**src/rtl/rv_pkg.sv**
```systemverilog
// Shared RV32I decode constants, control bundle and immediate generator for the ID stage.
package rv_pkg;

    localparam logic [6:0] OP_R     = 7'b0110011;
    localparam logic [6:0] OP_I     = 7'b0010011;
    localparam logic [6:0] OP_LW    = 7'b0000011;
    localparam logic [6:0] OP_SW    = 7'b0100011;
    localparam logic [6:0] OP_BR    = 7'b1100011;
    localparam logic [6:0] OP_JAL   = 7'b1101111;
    localparam logic [6:0] OP_JALR  = 7'b1100111;
    localparam logic [6:0] OP_LUI   = 7'b0110111;
    localparam logic [6:0] OP_AUIPC = 7'b0010111;

    localparam logic [2:0] ALU_ADD = 3'b000;
    localparam logic [2:0] ALU_SUB = 3'b001;
    localparam logic [2:0] ALU_AND = 3'b010;
    localparam logic [2:0] ALU_OR  = 3'b011;
    localparam logic [2:0] ALU_XOR = 3'b100;
    localparam logic [2:0] ALU_SLT = 3'b101;
    localparam logic [2:0] ALU_SLL = 3'b110;
    localparam logic [2:0] ALU_SRL = 3'b111;

    localparam logic [2:0] F3_ADD  = 3'b000;
    localparam logic [2:0] F3_SLL  = 3'b001;
    localparam logic [2:0] F3_SLT  = 3'b010;
    localparam logic [2:0] F3_SLTU = 3'b011;
    localparam logic [2:0] F3_XOR  = 3'b100;
    localparam logic [2:0] F3_SRL  = 3'b101;
    localparam logic [2:0] F3_OR   = 3'b110;
    localparam logic [2:0] F3_AND  = 3'b111;
    localparam logic [2:0] F3_LW   = 3'b010;
    localparam logic [2:0] F3_SW   = 3'b010;
    localparam logic [2:0] F3_BEQ  = 3'b000;
    localparam logic [2:0] F3_JALR = 3'b000;

    localparam logic [6:0] F7_BASE = 7'b0000000;
    localparam logic [6:0] F7_ALT  = 7'b0100000;

    typedef struct packed {
        logic       esc_reg;
        logic       esc_mem;
        logic       ula_imm;
        logic       jump;
        logic       branch;
        logic       lui;
        logic       auipc;
        logic       jalr;
        logic       lw;
        logic [2:0] alu;
    } ctrl_t;

    // Shared by R-type and I-ALU; SLTU has no ALU op and is rejected by the decoder.
    function automatic logic [2:0] alu_of_f3(input logic [2:0] f3);
        case (f3)
            F3_SLL:  return ALU_SLL;
            F3_SLT:  return ALU_SLT;
            F3_XOR:  return ALU_XOR;
            F3_SRL:  return ALU_SRL;
            F3_OR:   return ALU_OR;
            F3_AND:  return ALU_AND;
            default: return ALU_ADD;
        endcase
    endfunction

    function automatic logic [31:0] imm_gen(input logic [31:0] ins);
        case (ins[6:0])
            OP_I, OP_LW, OP_JALR: return {{20{ins[31]}}, ins[31:20]};
            OP_SW:                return {{20{ins[31]}}, ins[31:25], ins[11:7]};
            OP_BR:                return {{19{ins[31]}}, ins[31], ins[7], ins[30:25],
                                          ins[11:8], 1'b0};
            OP_LUI, OP_AUIPC:     return {ins[31:12], 12'b0};
            OP_JAL:               return {{11{ins[31]}}, ins[31], ins[19:12], ins[20],
                                          ins[30:21], 1'b0};
            default:              return 32'd0;
        endcase
    endfunction

endpackage

```
**src/rtl/id_stage_if.sv**
```systemverilog
// Bundle of IF/ID, EX/WB feedback and ID_EX signals around the decode stage.
interface id_stage_if #(
    parameter int unsigned XLEN = 32
);
    logic [31:0]     instr;
    logic [XLEN-1:0] pc;
    logic [XLEN-1:0] pcAdd4;
    logic            flush;
    logic            exLw;
    logic [4:0]      exRd;
    logic            wbWe;
    logic [4:0]      wbRd;
    logic [XLEN-1:0] wbData;

    logic [XLEN-1:0] rs1;
    logic [XLEN-1:0] rs2;
    logic [XLEN-1:0] imm;
    logic [XLEN-1:0] pcOut;
    logic [XLEN-1:0] pcAdd4Out;
    logic [4:0]      rd;
    logic            EscReg;
    logic            EscMem;
    logic            ulaImm;
    logic            jump;
    logic            Branch;
    logic            lui;
    logic            auiPc;
    logic            jalr;
    logic            lw;
    logic [2:0]      aluControl;
    logic            stall;
    logic [31:0]     stallCount;

    modport master (
        output instr, pc, pcAdd4, flush, exLw, exRd, wbWe, wbRd, wbData,
        input  rs1, rs2, imm, pcOut, pcAdd4Out, rd, EscReg, EscMem, ulaImm, jump, Branch,
               lui, auiPc, jalr, lw, aluControl, stall, stallCount
    );

    modport slave (
        input  instr, pc, pcAdd4, flush, exLw, exRd, wbWe, wbRd, wbData,
        output rs1, rs2, imm, pcOut, pcAdd4Out, rd, EscReg, EscMem, ulaImm, jump, Branch,
               lui, auiPc, jalr, lw, aluControl, stall, stallCount
    );

endinterface

```
**src/rtl/id_stage_regfile.sv**
```systemverilog
// 2-read/1-write register file with x0 tied to zero, write-first bypass and synchronous clear.
module id_stage_regfile #(
    parameter int unsigned XLEN = 32,
    parameter int unsigned NREG = 32
) (
    input  logic                    clk,
    input  logic                    reset,
    input  logic [$clog2(NREG)-1:0] raddr1_i,
    input  logic [$clog2(NREG)-1:0] raddr2_i,
    output logic [XLEN-1:0]         rdata1_o,
    output logic [XLEN-1:0]         rdata2_o,
    input  logic                    we_i,
    input  logic [$clog2(NREG)-1:0] waddr_i,
    input  logic [XLEN-1:0]         wdata_i
);

    logic [XLEN-1:0] regs_q [NREG];
    logic [XLEN-1:0] regs_d [NREG];
    logic            wr_en;

    assign wr_en = we_i && (waddr_i != '0);

    always_comb begin
        regs_d = regs_q;
        if (wr_en) begin
            regs_d[waddr_i] = wdata_i;
        end
        regs_d[0] = '0;
    end

    always_ff @(posedge clk) begin
        if (reset) begin
            regs_q <= '{default: '0};
        end else begin
            regs_q <= regs_d;
        end
    end

    // Same-cycle WB write is visible to the instruction currently decoding.
    always_comb begin
        if (raddr1_i == '0) begin
            rdata1_o = '0;
        end else if (wr_en && (waddr_i == raddr1_i)) begin
            rdata1_o = wdata_i;
        end else begin
            rdata1_o = regs_q[raddr1_i];
        end

        if (raddr2_i == '0) begin
            rdata2_o = '0;
        end else if (wr_en && (waddr_i == raddr2_i)) begin
            rdata2_o = wdata_i;
        end else begin
            rdata2_o = regs_q[raddr2_i];
        end
    end

endmodule

```
**src/rtl/id_stage.sv**
```systemverilog
// RV32I decode stage: decode, immediates, register file, load-use stall and flush bubbles.
module id_stage
    import rv_pkg::*;
#(
    parameter int unsigned XLEN = 32,
    parameter int unsigned NREG = 32
) (
    input logic       clk,
    input logic       reset,
    id_stage_if.slave bus
);

    logic [6:0]  opcode;
    logic [2:0]  funct3;
    logic [6:0]  funct7;
    logic [4:0]  rs1_addr;
    logic [4:0]  rs2_addr;
    ctrl_t       ctrl_dec;
    ctrl_t       ctrl_out;
    logic        legal;
    logic        use_rs1;
    logic        use_rs2;
    logic        hazard;
    logic        bubble;
    logic [31:0] stall_count_d;
    logic [31:0] stall_count_q;

    assign opcode   = bus.instr[6:0];
    assign funct3   = bus.instr[14:12];
    assign funct7   = bus.instr[31:25];
    assign rs1_addr = bus.instr[19:15];
    assign rs2_addr = bus.instr[24:20];

    id_stage_regfile #(
        .XLEN (XLEN),
        .NREG (NREG)
    ) u_regfile (
        .clk      (clk),
        .reset    (reset),
        .raddr1_i (rs1_addr),
        .raddr2_i (rs2_addr),
        .rdata1_o (bus.rs1),
        .rdata2_o (bus.rs2),
        .we_i     (bus.wbWe),
        .waddr_i  (bus.wbRd),
        .wdata_i  (bus.wbData)
    );

    always_comb begin
        ctrl_dec = '0;
        legal    = 1'b0;
        use_rs1  = 1'b0;
        use_rs2  = 1'b0;
        case (opcode)
            OP_R: begin
                legal = ((funct7 == F7_BASE) && (funct3 != F3_SLTU)) ||
                        ((funct7 == F7_ALT) && (funct3 == F3_ADD));
                ctrl_dec.esc_reg = 1'b1;
                ctrl_dec.alu     = (funct7 == F7_ALT) ? ALU_SUB : alu_of_f3(funct3);
                use_rs1 = 1'b1;
                use_rs2 = 1'b1;
            end
            OP_I: begin
                // Shift-immediates need a clean funct7; the other I-ALU ops own those bits.
                if ((funct3 == F3_SLL) || (funct3 == F3_SRL)) begin
                    legal = (funct7 == F7_BASE);
                end else begin
                    legal = (funct3 != F3_SLTU);
                end
                ctrl_dec.esc_reg = 1'b1;
                ctrl_dec.ula_imm = 1'b1;
                ctrl_dec.alu     = alu_of_f3(funct3);
                use_rs1 = 1'b1;
            end
            OP_LW: begin
                legal = (funct3 == F3_LW);
                ctrl_dec.esc_reg = 1'b1;
                ctrl_dec.ula_imm = 1'b1;
                ctrl_dec.lw      = 1'b1;
                use_rs1 = 1'b1;
            end
            OP_SW: begin
                legal = (funct3 == F3_SW);
                ctrl_dec.esc_mem = 1'b1;
                ctrl_dec.ula_imm = 1'b1;
                use_rs1 = 1'b1;
                use_rs2 = 1'b1;
            end
            OP_BR: begin
                legal = (funct3 == F3_BEQ);
                ctrl_dec.branch = 1'b1;
                ctrl_dec.alu    = ALU_SUB;
                use_rs1 = 1'b1;
                use_rs2 = 1'b1;
            end
            OP_JAL: begin
                legal = 1'b1;
                ctrl_dec.jump    = 1'b1;
                ctrl_dec.esc_reg = 1'b1;
            end
            OP_JALR: begin
                legal = (funct3 == F3_JALR);
                ctrl_dec.jalr    = 1'b1;
                ctrl_dec.jump    = 1'b1;
                ctrl_dec.esc_reg = 1'b1;
                ctrl_dec.ula_imm = 1'b1;
                use_rs1 = 1'b1;
            end
            OP_LUI: begin
                legal = 1'b1;
                ctrl_dec.lui     = 1'b1;
                ctrl_dec.esc_reg = 1'b1;
            end
            OP_AUIPC: begin
                legal = 1'b1;
                ctrl_dec.auipc   = 1'b1;
                ctrl_dec.esc_reg = 1'b1;
            end
            default: legal = 1'b0;
        endcase
        if (!legal) begin
            use_rs1 = 1'b0;
            use_rs2 = 1'b0;
        end
    end

    assign hazard = bus.exLw && (bus.exRd != 5'd0) &&
                    ((use_rs1 && (bus.exRd == rs1_addr)) || (use_rs2 && (bus.exRd == rs2_addr)));

    always_comb begin
        bubble   = reset || bus.flush || hazard || !legal;
        ctrl_out = bubble ? '0 : ctrl_dec;

        bus.EscReg     = ctrl_out.esc_reg;
        bus.EscMem     = ctrl_out.esc_mem;
        bus.ulaImm     = ctrl_out.ula_imm;
        bus.jump       = ctrl_out.jump;
        bus.Branch     = ctrl_out.branch;
        bus.lui        = ctrl_out.lui;
        bus.auiPc      = ctrl_out.auipc;
        bus.jalr       = ctrl_out.jalr;
        bus.lw         = ctrl_out.lw;
        bus.aluControl = ctrl_out.alu;
        bus.rd         = ctrl_out.esc_reg ? bus.instr[11:7] : 5'd0;
        bus.imm        = imm_gen(bus.instr);
        bus.pcOut      = bus.pc;
        bus.pcAdd4Out  = bus.pcAdd4;
        // Flush kills the instruction, so there is nothing left to hold for.
        bus.stall      = !reset && !bus.flush && hazard;
        bus.stallCount = stall_count_q;

        stall_count_d = stall_count_q;
        if (bus.stall && (stall_count_q != 32'hFFFF_FFFF)) begin
            stall_count_d = stall_count_q + 32'd1;
        end
    end

    always_ff @(posedge clk) begin
        if (reset) begin
            stall_count_q <= 32'd0;
        end else begin
            stall_count_q <= stall_count_d;
        end
    end

endmodule
```
**src/flat_wrapper.sv**
```systemverilog
// flat-port wrapper written by rule: the top's interface ports become plain ports
module id_stage_flat import rv_pkg::*;
#(
    parameter int unsigned XLEN = 32,
    parameter int unsigned NREG = 32
)
  (clk, reset, bus_instr, bus_pc, bus_pcAdd4, bus_flush, bus_exLw, bus_exRd, bus_wbWe, bus_wbRd, bus_wbData, bus_rs1, bus_rs2, bus_imm, bus_pcOut, bus_pcAdd4Out, bus_rd, bus_EscReg, bus_EscMem, bus_ulaImm, bus_jump, bus_Branch, bus_lui, bus_auiPc, bus_jalr, bus_lw, bus_aluControl, bus_stall, bus_stallCount);
  id_stage_if #(.XLEN(XLEN)) bus_i ();
  input logic clk;
  input logic reset;
  input wire logic [$bits(bus_i.instr)-1:0] bus_instr;
  input wire logic [$bits(bus_i.pc)-1:0] bus_pc;
  input wire logic [$bits(bus_i.pcAdd4)-1:0] bus_pcAdd4;
  input wire logic [$bits(bus_i.flush)-1:0] bus_flush;
  input wire logic [$bits(bus_i.exLw)-1:0] bus_exLw;
  input wire logic [$bits(bus_i.exRd)-1:0] bus_exRd;
  input wire logic [$bits(bus_i.wbWe)-1:0] bus_wbWe;
  input wire logic [$bits(bus_i.wbRd)-1:0] bus_wbRd;
  input wire logic [$bits(bus_i.wbData)-1:0] bus_wbData;
  output wire logic [$bits(bus_i.rs1)-1:0] bus_rs1;
  output wire logic [$bits(bus_i.rs2)-1:0] bus_rs2;
  output wire logic [$bits(bus_i.imm)-1:0] bus_imm;
  output wire logic [$bits(bus_i.pcOut)-1:0] bus_pcOut;
  output wire logic [$bits(bus_i.pcAdd4Out)-1:0] bus_pcAdd4Out;
  output wire logic [$bits(bus_i.rd)-1:0] bus_rd;
  output wire logic [$bits(bus_i.EscReg)-1:0] bus_EscReg;
  output wire logic [$bits(bus_i.EscMem)-1:0] bus_EscMem;
  output wire logic [$bits(bus_i.ulaImm)-1:0] bus_ulaImm;
  output wire logic [$bits(bus_i.jump)-1:0] bus_jump;
  output wire logic [$bits(bus_i.Branch)-1:0] bus_Branch;
  output wire logic [$bits(bus_i.lui)-1:0] bus_lui;
  output wire logic [$bits(bus_i.auiPc)-1:0] bus_auiPc;
  output wire logic [$bits(bus_i.jalr)-1:0] bus_jalr;
  output wire logic [$bits(bus_i.lw)-1:0] bus_lw;
  output wire logic [$bits(bus_i.aluControl)-1:0] bus_aluControl;
  output wire logic [$bits(bus_i.stall)-1:0] bus_stall;
  output wire logic [$bits(bus_i.stallCount)-1:0] bus_stallCount;
  assign bus_i.instr = bus_instr;
  assign bus_i.pc = bus_pc;
  assign bus_i.pcAdd4 = bus_pcAdd4;
  assign bus_i.flush = bus_flush;
  assign bus_i.exLw = bus_exLw;
  assign bus_i.exRd = bus_exRd;
  assign bus_i.wbWe = bus_wbWe;
  assign bus_i.wbRd = bus_wbRd;
  assign bus_i.wbData = bus_wbData;
  assign bus_rs1 = bus_i.rs1;
  assign bus_rs2 = bus_i.rs2;
  assign bus_imm = bus_i.imm;
  assign bus_pcOut = bus_i.pcOut;
  assign bus_pcAdd4Out = bus_i.pcAdd4Out;
  assign bus_rd = bus_i.rd;
  assign bus_EscReg = bus_i.EscReg;
  assign bus_EscMem = bus_i.EscMem;
  assign bus_ulaImm = bus_i.ulaImm;
  assign bus_jump = bus_i.jump;
  assign bus_Branch = bus_i.Branch;
  assign bus_lui = bus_i.lui;
  assign bus_auiPc = bus_i.auiPc;
  assign bus_jalr = bus_i.jalr;
  assign bus_lw = bus_i.lw;
  assign bus_aluControl = bus_i.aluControl;
  assign bus_stall = bus_i.stall;
  assign bus_stallCount = bus_i.stallCount;
  id_stage #(.XLEN(XLEN), .NREG(NREG)) u_core (.clk(clk), .reset(reset), .bus(bus_i));
endmodule
```
**config.mk**
```make
export PLATFORM = sky130hd
export DESIGN_NAME = id_stage_flat
export DESIGN_NICKNAME = d
export VERILOG_FILES = /design/src/rtl/rv_pkg.sv /design/src/rtl/id_stage_if.sv /design/src/rtl/id_stage_regfile.sv /design/src/rtl/id_stage.sv /design/src/flat_wrapper.sv
export SDC_FILE = /design/constraint.sdc
export NUM_CORES = 2
export LEC_CHECK = 0
export CORE_AREA = 2 2 303 305
export CTS_CLUSTER_SIZE = 28
export DETAILED_ROUTE_END_ITERATION = 7
export DIE_AREA = 0 0 305 307
export MAX_ROUTING_LAYER = met4
export PLACE_DENSITY = 0.8
export SLEW_MARGIN = 20
export SYNTH_ARGS = -nofsm -noshare
export SYNTH_HDL_FRONTEND = slang
export SYNTH_SLANG_ARGS = --single-unit
```
**constraint.sdc**
```tcl
create_clock -name clk -period 10.6 [get_ports clk]
set_clock_uncertainty 0.05 [all_clocks]
set_input_delay 1.59 -clock clk [delete_from_list [all_inputs] [get_ports clk]]
set_output_delay 1.59 -clock clk [all_outputs]
set_load 0.05 [all_outputs]
```
==> impl_metrics.json <==
{
  "place.port_buffers": 224,
  "ys_ff_latch": 1024,
  "dr.pass1.iters": 8,
  "drc": 14,
  "die_y_um": 307,
  "power_density_mw_per_mm2": 144,
  "rsz0062_at_grt": "false",
  "clk_latency_ns": 0.68,
  "grt_first_pass_wirelength_um": 305000,
  "first_iter_violations": 10000,
  "synth_fp_nets": 6295,
  "synth_area_leaders": "dfxtp_1 38%, mux4_2 21%, nand2_1 14%",
  "cp_top_family": "compound AO/OA/AOI/OAI gates",
  "violations": "DRC",
  "finalSetupTns_ns": 0,
  "area_growth_syn_to_layout_pct": 10.8,
  "ys_seq_area_share_pct": 38.2,
  "hold_class": "reg -> reg",
  "num_vias": 51500,
  "cts-htree-levels": 3,
  "viasPerCell": 7.16,
  "dp.cells": 6986,
  "period_minus_slack_ns": 8.03,
  "cts_setup_buffers": 0,
  "clockBufferDepth": 3,
  "overflow": 0,
  "grt_pass1_vias": 48600,
  "cts_root_buffer": "clkbuf_16",
  "yosys.area.top_type": "dfxtp_1",
  "netlist_area_mm2": 0.0537,
  "grt_max_degree": 205,
  "post-route-period-util_pct": 75.8,
  "relSlewSlack_pct": 19.1,
  "finalHoldViolations": 0,
  "yosysUniqueCellTypes": 63,
  "critPathMaxStageDelay_ns": 0.88,
  "hpwl_um": 116000,
  "required_ns": 8.96,
  "layout.nets": 6051,
  "routed_wl_um": 209000,
  "rows": 111,
  "yosysWarnings": 0,
  "arrival_ns": 6.39,
  "synthFlopType": "dfxtp_1",
  "cts_hold_buffers": 0,
  "timing.fmax_mhz": 125,
  "fp.dieArea_mm2": 0.0936,
  "worst-path-buf-inv": 2,
  "grt_util_all_layers_pct": 44.8,
  "start_util_pct": 59.2,
  "slew_viol_final": 0,
  "ys_async_sr_fraction_pct": 0,
  "fillers": 7008,
  "synth_edf_count": 0,
  "cts_buffers": 105,
  "cts_tree": "built",
  "cts_num_sinks": 1024,
  "cts_resized": 0,
  "finalSetupViolations": 0,
  "startpoint_type": "input pin",
  "critPathKind": "in -> out",
  "gp_congestion": 0.978,
  "core-area_mm2": 0.0907,
  "layout-drive-gt1-share_pct": 16.5,
  "synth_top_area_share_pct": 38.2,
  "hold_path_depth": 2,
  "outcome": "finished with violations",
  "avgSynthCellArea_um2": 8.73,
  "final_cells": 7198,
  "pin_count": 353,
  "critPathMaxFanout": 14,
  "path_cells": "clkdlybuf4s50_1 -> or3b_1 -> a2111oi_0 -> a311oi_1 -> a211o_1 -> nand2b_1 -> a211oi_1 -> and2_1 -> clkdlybuf4s50_1",
  "tightest_slew_ns": 1.21,
  "end_kind": "output port",
  "cp_num_cells": 9,
  "maxCapViolations": 0,
  "vdd_ir_drop_max_v": 0.000135,
  "wl_per_cell_um": 29.0,
  "path_clk_slew_ns": 0.06,
  "postRouteAntennaNets": 0,
  "leakagePower_nw": 19.2,
  "ys_top_cells_by_count": "2,061 x nand2_1, 1,102 x a21oi_1, 1,024 x dfxtp_1",
  "die_w_um": 305,
  "rr_worst_depth": 10,
  "syn_inst": 6151,
  "cpMaxStageDelayCell": "a211oi_1",
  "yosysMostFrequentCell": "nand2_1",
  "crit_top_cell": "clkdlybuf4s50_1",
  "antenna_found_initial": 10
}
state kept, by name, summed over array words and instances (netlist names):
register and cells:
u_core.u_regfile.regs_q 992, u_core.bus.stallCount 32
routing by layer:
layer,part of all wire (%),global-route usage (%),wire [um]
met5,0,-,0
met2,42,61.8,87100
met3,18,17.3,36800
met4,8.8,32.5,18400
met1,32,53.1,66800
cell type report:
cell class | count | area, um^2 | area share (%)
Antenna cell | 18 | 45.0 | 0.0757
Sequential cell | 1024 | 20500 | 34.4
Multi-Input combinational cell | 4410 | 30500 | 51.3
Tap cell | 1186 | 1480 | 2.49
Timing Repair Buffer | 361 | 3390 | 5.69
Clock inverter | 33 | 413 | 0.694
Clock buffer | 161 | 3160 | 5.31
Inverter | 5 | 18.8 | 0.0315
power by group:
group | internal (mW) | total (mW) | switching, mW
Sequential | 3.88 | 3.90 | 0.0205
Clock | 2.25 | 3.87 | 1.63
Combinational | 0.234 | 0.785 | 0.550
worst paths after layout:
check | startpoint | endpoint | slack, ns
max | bus_instr[6] | bus_rd[0] | 2.57
min reg2reg | u_core.u_regfile.regs_q[777] | u_core.u_regfile.regs_q[777] | 0.41
max reg2reg | u_core.bus.stallCount[0] | u_core.bus.stallCount[17] | 7.61
min | u_core.u_regfile.regs_q[777] | u_core.u_regfile.regs_q[777] | 0.41
cells in the final DEF (no fill, tap or decap), types with 18 or more instances in the layout:
cell type        instances
nand2_1               2031
a21oi_1               1102
dfxtp_1               1024
mux4_2                 511
clkdlybuf4s50_1        213
buf_4                  132
clkbuf_16              107
nor2_1                 103
mux2i_1                 85
mux2_2                  80
o21ai_0                 37
a22o_1                  36
o22ai_1                 33
nor2_4                  32
o221ai_1                29
nor3_1                  28
clkbuf_8                28
nand2_2                 27
clkbuf_1                26
a22oi_1                 21
nor2b_1                 20
nand3_1                 19
xnor2_1                 19
a21o_1                  19
diode_2                 18
worst register-to-register path, cell delays in order (launching register included):
cell and delay (ns):
dfxtp_1 0.44, ha_1 0.21, nand3_1 0.29, nor4_1 0.32
buf_4 0.21, nand3b_1 0.24, nand2_1 0.15, or3_1 0.11
buf_4 0.34, or3_1 0.20, mux2_1 0.31
stage by stage:
step	hold slack (ns)	instance area, um^2	power, mW	util (%)	worst slack (ns)
global placement	0.398	55900	4.72	61.6	2.73
detailed placement	0.406	55900	4.73	61.6	2.67
floorplan	0.392	53700	4.53	-	3.84
global route	0.431	59500	8.69	65.6	2.52
CTS	0.414	59500	8.48	65.6	2.67
finish	0.414	59500	8.55	65.6	2.57
logic make-up (layout without fill, tap and decap cells):
family / after synthesis / in the layout / share of synthesized area [%]
AOI/OAI and AO/OA: 1334 / 1334 / 13.5
adders and majority gates: 1 / 1 / 0.0233
muxes: 678 / 678 / 24.7
DFF: 1024 / 1024 / 38.2
and+or+nand+nor: 2367 / 2367 / 17.4
buffers and inverters: 717 / 560 / 5.68
other: 0 / 18 / 0
xor gates and xnor gates: 30 / 30 / 0.489
Note: power is estimated with default switching activity, not from simulation.
